File: config.mk
export PLATFORM = sky130hd
export DESIGN_NAME = serial_in_port
export DESIGN_NICKNAME = d
export VERILOG_FILES = /design/src/rtl/serial_in_port.sv
export SDC_FILE = /design/constraint.sdc
export NUM_CORES = 1
export LEC_CHECK = 0
export BUFFER_PORTS_ARGS = -buffer_cell sky130_fd_sc_hd__buf_2
export CAP_MARGIN = 20
export CORE_ASPECT_RATIO = 1.5
export CORE_MARGIN = 1.5
export CORE_UTILIZATION = 45
export CTS_CLUSTER_DIAMETER = 50
export CTS_CLUSTER_SIZE = 20
export DETAILED_ROUTE_END_ITERATION = 10
export HOLD_SLACK_MARGIN = 0.1
export PLACE_DENSITY = 0.63
export SETUP_SLACK_MARGIN = 0.02
export SLEW_MARGIN = 20
export SYNTH_ARGS = -nofsm -noshare
export SYNTH_HDL_FRONTEND = slang
export SYNTH_SLANG_ARGS = --single-unit
File: constraint.sdc
create_clock -name CLK -period 1.6 [get_ports CLK]
set_clock_uncertainty 0.1 [all_clocks]
set_input_delay 0.32 -clock CLK [delete_from_list [all_inputs] [get_ports CLK]]
set_output_delay 0.32 -clock CLK [all_outputs]
set_load 0.01 [all_outputs]
File: src/rtl/serial_in_port.sv
// Serial-to-parallel receiver for the port 4 serial line.
// LSB-first byte assembly with inter-bit timeout, frame-error and overrun flags.
module serial_in_port #(
    parameter int BITS    = 8,
    parameter int TIMEOUT = 16
) (
    input  logic            CLK,
    input  logic            CLR,
    input  logic            serial_in,
    input  logic            shift_en,
    input  logic            rd,
    output logic [BITS-1:0] data_out,
    output logic            ready,
    output logic            busy,
    output logic            frame_err,
    output logic            overrun
);
    localparam int CW = $clog2(BITS + 1);
    localparam int IW = $clog2(TIMEOUT + 1);
    localparam logic [CW-1:0] BITS_C = CW'(BITS);
    localparam logic [IW-1:0] TOUT_C = IW'(TIMEOUT);

    typedef enum logic [1:0] {
        IDLE = 2'd0,
        RECV = 2'd1,
        DONE = 2'd2
    } state_t;

    state_t          r_state;
    state_t          w_state_nxt;
    logic [BITS-1:0] r_shreg;
    logic [BITS-1:0] w_shreg_nxt;
    logic [CW-1:0]   r_bit_cnt;
    logic [CW-1:0]   w_bit_cnt_nxt;
    logic [IW-1:0]   r_idle_cnt;
    logic [IW-1:0]   w_idle_cnt_nxt;
    logic [BITS-1:0] r_data;
    logic [BITS-1:0] w_data_nxt;
    logic            r_ready;
    logic            w_ready_nxt;
    logic            r_ferr;
    logic            w_ferr_nxt;
    logic            r_ovr;
    logic            w_ovr_nxt;

    logic [BITS-1:0] w_shifted;
    logic [CW-1:0]   w_bit_inc;
    logic [IW-1:0]   w_idle_inc;

    assign w_shifted  = {serial_in, r_shreg[BITS-1:1]};
    assign w_bit_inc  = r_bit_cnt + 1'b1;
    assign w_idle_inc = r_idle_cnt + 1'b1;

    always_ff @(posedge CLK) begin
        if (CLR) begin
            r_state    <= IDLE;
            r_shreg    <= '0;
            r_bit_cnt  <= '0;
            r_idle_cnt <= '0;
            r_data     <= '0;
            r_ready    <= 1'b0;
            r_ferr     <= 1'b0;
            r_ovr      <= 1'b0;
        end else begin
            r_state    <= w_state_nxt;
            r_shreg    <= w_shreg_nxt;
            r_bit_cnt  <= w_bit_cnt_nxt;
            r_idle_cnt <= w_idle_cnt_nxt;
            r_data     <= w_data_nxt;
            r_ready    <= w_ready_nxt;
            r_ferr     <= w_ferr_nxt;
            r_ovr      <= w_ovr_nxt;
        end
    end

    always_comb begin
        w_state_nxt    = r_state;
        w_shreg_nxt    = r_shreg;
        w_bit_cnt_nxt  = r_bit_cnt;
        w_idle_cnt_nxt = r_idle_cnt;
        w_data_nxt     = r_data;
        w_ready_nxt    = r_ready;
        w_ferr_nxt     = r_ferr;
        w_ovr_nxt      = r_ovr;

        if (rd) begin
            w_ready_nxt = 1'b0;
            w_ferr_nxt  = 1'b0;
            w_ovr_nxt   = 1'b0;
        end

        unique case (r_state)
            IDLE: begin
                if (shift_en) begin
                    w_shreg_nxt    = w_shifted;
                    w_bit_cnt_nxt  = CW'(1);
                    w_idle_cnt_nxt = '0;
                    w_state_nxt    = RECV;
                end
            end
            RECV: begin
                if (shift_en) begin
                    w_shreg_nxt    = w_shifted;
                    w_idle_cnt_nxt = '0;
                    w_bit_cnt_nxt  = w_bit_inc;
                    if (w_bit_inc == BITS_C) begin
                        w_state_nxt = DONE;
                    end
                end else if (w_idle_inc == TOUT_C) begin
                    // Abort: partial byte dropped, last good byte kept
                    w_state_nxt    = IDLE;
                    w_ferr_nxt     = 1'b1;
                    w_shreg_nxt    = '0;
                    w_bit_cnt_nxt  = '0;
                    w_idle_cnt_nxt = '0;
                end else begin
                    w_idle_cnt_nxt = w_idle_inc;
                end
            end
            DONE: begin
                w_data_nxt     = r_shreg;
                w_ready_nxt    = 1'b1;
                w_ovr_nxt      = r_ovr | (r_ready & ~rd);
                w_bit_cnt_nxt  = '0;
                w_idle_cnt_nxt = '0;
                w_state_nxt    = IDLE;
            end
            default: begin
                w_state_nxt = IDLE;
            end
        endcase
    end

    assign data_out  = r_data;
    assign ready     = r_ready;
    assign busy      = (r_state != IDLE);
    assign frame_err = r_ferr;
    assign overrun   = r_ovr;
endmodule

==> run_results.csv <==
group,metric,value,unit
clock_tree,tritoncts,"done",
drt,vias_per_cell,5.75,
clock_tree,cts.sinks,30,
timing,min_period,1.57,ns
global_routing,antenna_found_initial,0,
clock_tree,htree_levels,2,
place,place_ws,-0.0390,ns
place,gp_congestion,0.777,
finish,seq_area,607,um2
critical_path,worst_ep_required_time,1.67,ns
power,combinationalPowerShare,13.9,%
timing,rsz0062_at_grt,"true",
critical_path,crit_path_start_kind,"register",
clock_tree,insertion_delay,0.28,ns
critical_path,path_cells,"inv_2, ha_4, nor2b_4, or2_2, o21ai_0, a21oi_1",
power,p_clk_share,38.1,%
place,dp_hpwl,2490,um
yosys,synth_fp_nets,175,
yosys,yosysTopAreaCellShare,39.9,%
critical_path,slowest_delay,0.34,ns
clock_tree,cts-root-buf,"clkbuf_8",
critical_path,worst-path-buf-inv,1,
yosys,synth_edf_count,0,
yosys,synth.avg_cell_area,9.19,um2
timing,maxSlewViolCount,0,
drt,postRouteAntennaNets,0,
min_path,min-delay-start,"serial_in",
critical_path,arrival,1.64,ns
drt,drt-total-wl,3600,um
finish,multiInputGateArea,921,um2
power,ir_drop,713,uV
timing,worst_slack,0.0298,ns
finish,instances_no_fill,241,
critical_path,cp_top_family,"simple AND/OR/NAND/NOR gates",
drt,drt_iter0_markers,34,
finish,nets,211,
drt,vias,1386,
timing,tightest_slew,0.404,ns
floorplan,die_y,73.9,um
critical_path,startpoint,"r_state[1]",
finish,fin_util,62.4,%
timing,fin_setup_tns,0,ns
critical_path,cp_max_fo,6,
timing,hold_ws,0.159,ns
drt,first_pass_iters,4,
power,p_sw_share,25.1,%
global_routing,grt_overflow,0,
finish,drive_gt1_share,37.3,%
critical_path,endpoint_kind,"register",
drt,routedWlPerCell,14.9,um
timing,finalCritPeriodShare,98.1,%
yosys,synthCells,164,
yosys,async_flop_share,0,%
floorplan,ioPinCount,17,
finish,n_antenna_cell,0,
clock_tree,clk_path_buf_depth,2,
yosys,synth_area_leader_cell,"dfxtp_1",
critical_path,timing.rr.start,"r_state[1]",
yosys,synth.distinct_cells,48,
finish,n_fill_cell,279,
floorplan,chipWidth,50.2,um
yosys,synthTopCellsByArea,"dfxtp_1 40%, mux2i_1 6.0%, ha_1 5.0%",
floorplan,coreArea,3160,um2
power,p_switching,0.407,mW
yosys,yosysWarnings,0,
power,pwr_density_cell,821,nW/um2
yosys,ys_seq_area_share,39.9,%
place,port_buffers,16,
global_routing,grt_pass1_vias,1339,
critical_path,worst-r2r-cell-count,6,
global_routing,grt_pass1_wl,5770,um
yosys,synthTopCellsByCount,"30 x dfxtp_1, 14 x nor2_1, 13 x inv_1",
min_path,hold_path.class,"in -> reg",
timing,setup_viol,0,
global_routing,grt_use_total,20.5,%
yosys,ys_ff_latch,30,
finish,areaGrowthSynthToFinish,30.9,%
run,drv_cap,0,
run_status,status,"completed",
min_path,hold-path-cell-count,3,
drt,route.detailed.drc,0,
critical_path,slowest_stage,"dfxtp_2",
global_routing,grt_max_degree,15,
timing,hold_violations,0,
place,dp_cells,230,
clock_tree,cts_made_buffers,5,
yosys,synth_ff_type,"dfxtp_1",
yosys,yosys.cell_count.top_type,"dfxtp_1",
floorplan,rows,25,
power,p_int,1.21,mW
power,pwr-share-seq,48.1,%
timing,max_freq,637,MHz
floorplan,die_area,3710,um2
critical_path,crit_cells,6,
timing,slew_headroom,73.1,%
critical_path,crit_type,"reg -> reg",
yosys,netlist_area,1510,um2
power,leakage,0.770,nW
finish,design_area,1970,um2
clock_tree,clkSlewWorstSetupHoldPaths,0.06,ns
power,power.total,1.62,mW
place,postPlaceCellArea,1740,um2
floorplan,start_util,47.7,%
==> cells in the final DEF, fill, tap and decap left out, drive strengths merged, types with 8 or more instances in the layout <==
cell type / Yosys / layout
a32oi: 8 / 8
buf: 3 / 37
dfxtp: 30 / 30
inv: 13 / 13
mux2i: 10 / 10
nor2: 15 / 15
==> repair_timing <==
action / 4_1_cts / 5_1_grt
pin swaps: 1 / 1
gates resized for setup: 7 / 24
setup buffers: 0 / 3
endpoints found under the setup margin: 8 / 19
hold buffers: 0 / 0
==> routing by layer <==
metal	up-vias	wire length (um)	share of wire (%)	GRT usage (%)
met5	-	0	0	0
met3	6	140	3.9	5.08
met2	32	2000	56	39.0
met1	672	1400	39	20.3
li1	676	-	-	-
met4	0	61	1.7	9.57
==> kinds of logic after synthesis <==
family	Yosys count	share of synthesized area, %
and+or+nand+nor	51	19.4
AOI/OAI and AO/OA	44	21.8
buffers and inverters	21	5.48
DFF	30	39.9
adders and majority gates	6	4.98
muxes	11	7.89
xor gates and xnor gates	1	0.582
==> registers in the layout, indices dropped and copies added, names as in the netlist <==
register / count
frame_err: 1
r_state: 2
ready: 1
r_idle_cnt: 5
r_shreg: 8
r_bit_cnt: 4
data_out: 8
overrun: 1
==> cell type report <==
cell class	count	area share [%]
Sequential cell	30	30.8
Timing Repair Buffer	37	12.8
Clock buffer	7	4.38
Clock inverter	1	0.254
Tap cell	40	2.54
Inverter	13	2.60
Multi-Input combinational cell	113	46.7
==> path summary, 6_finish.rpt <==
kind	slack (ns)	endpoint
hold reg to reg	0.39	r_shreg[2]
setup reg to reg	0.03	r_idle_cnt[4]
hold / removal	0.16	r_shreg[7]
setup / recovery	0.03	r_idle_cnt[4]
==> power by group through the flow <==
stage | clock [mW] | sequential [mW] | combinational, mW
CTS | 0.632 | 0.776 | 0.181
detailed placement | 0 | 0.792 | 0.173
floorplan | 0 | 0.789 | 0.111
global placement | 0 | 0.791 | 0.170
global route | 0.666 | 0.781 | 0.244
finish | 0.616 | 0.779 | 0.225
==> worst min-delay path: stages <==
cell	delay, ns
buf_2	0.08
a32oi_1	0.04
o21ai_0	0.07
No activity file was read; power rests on OpenSTA's default activity.
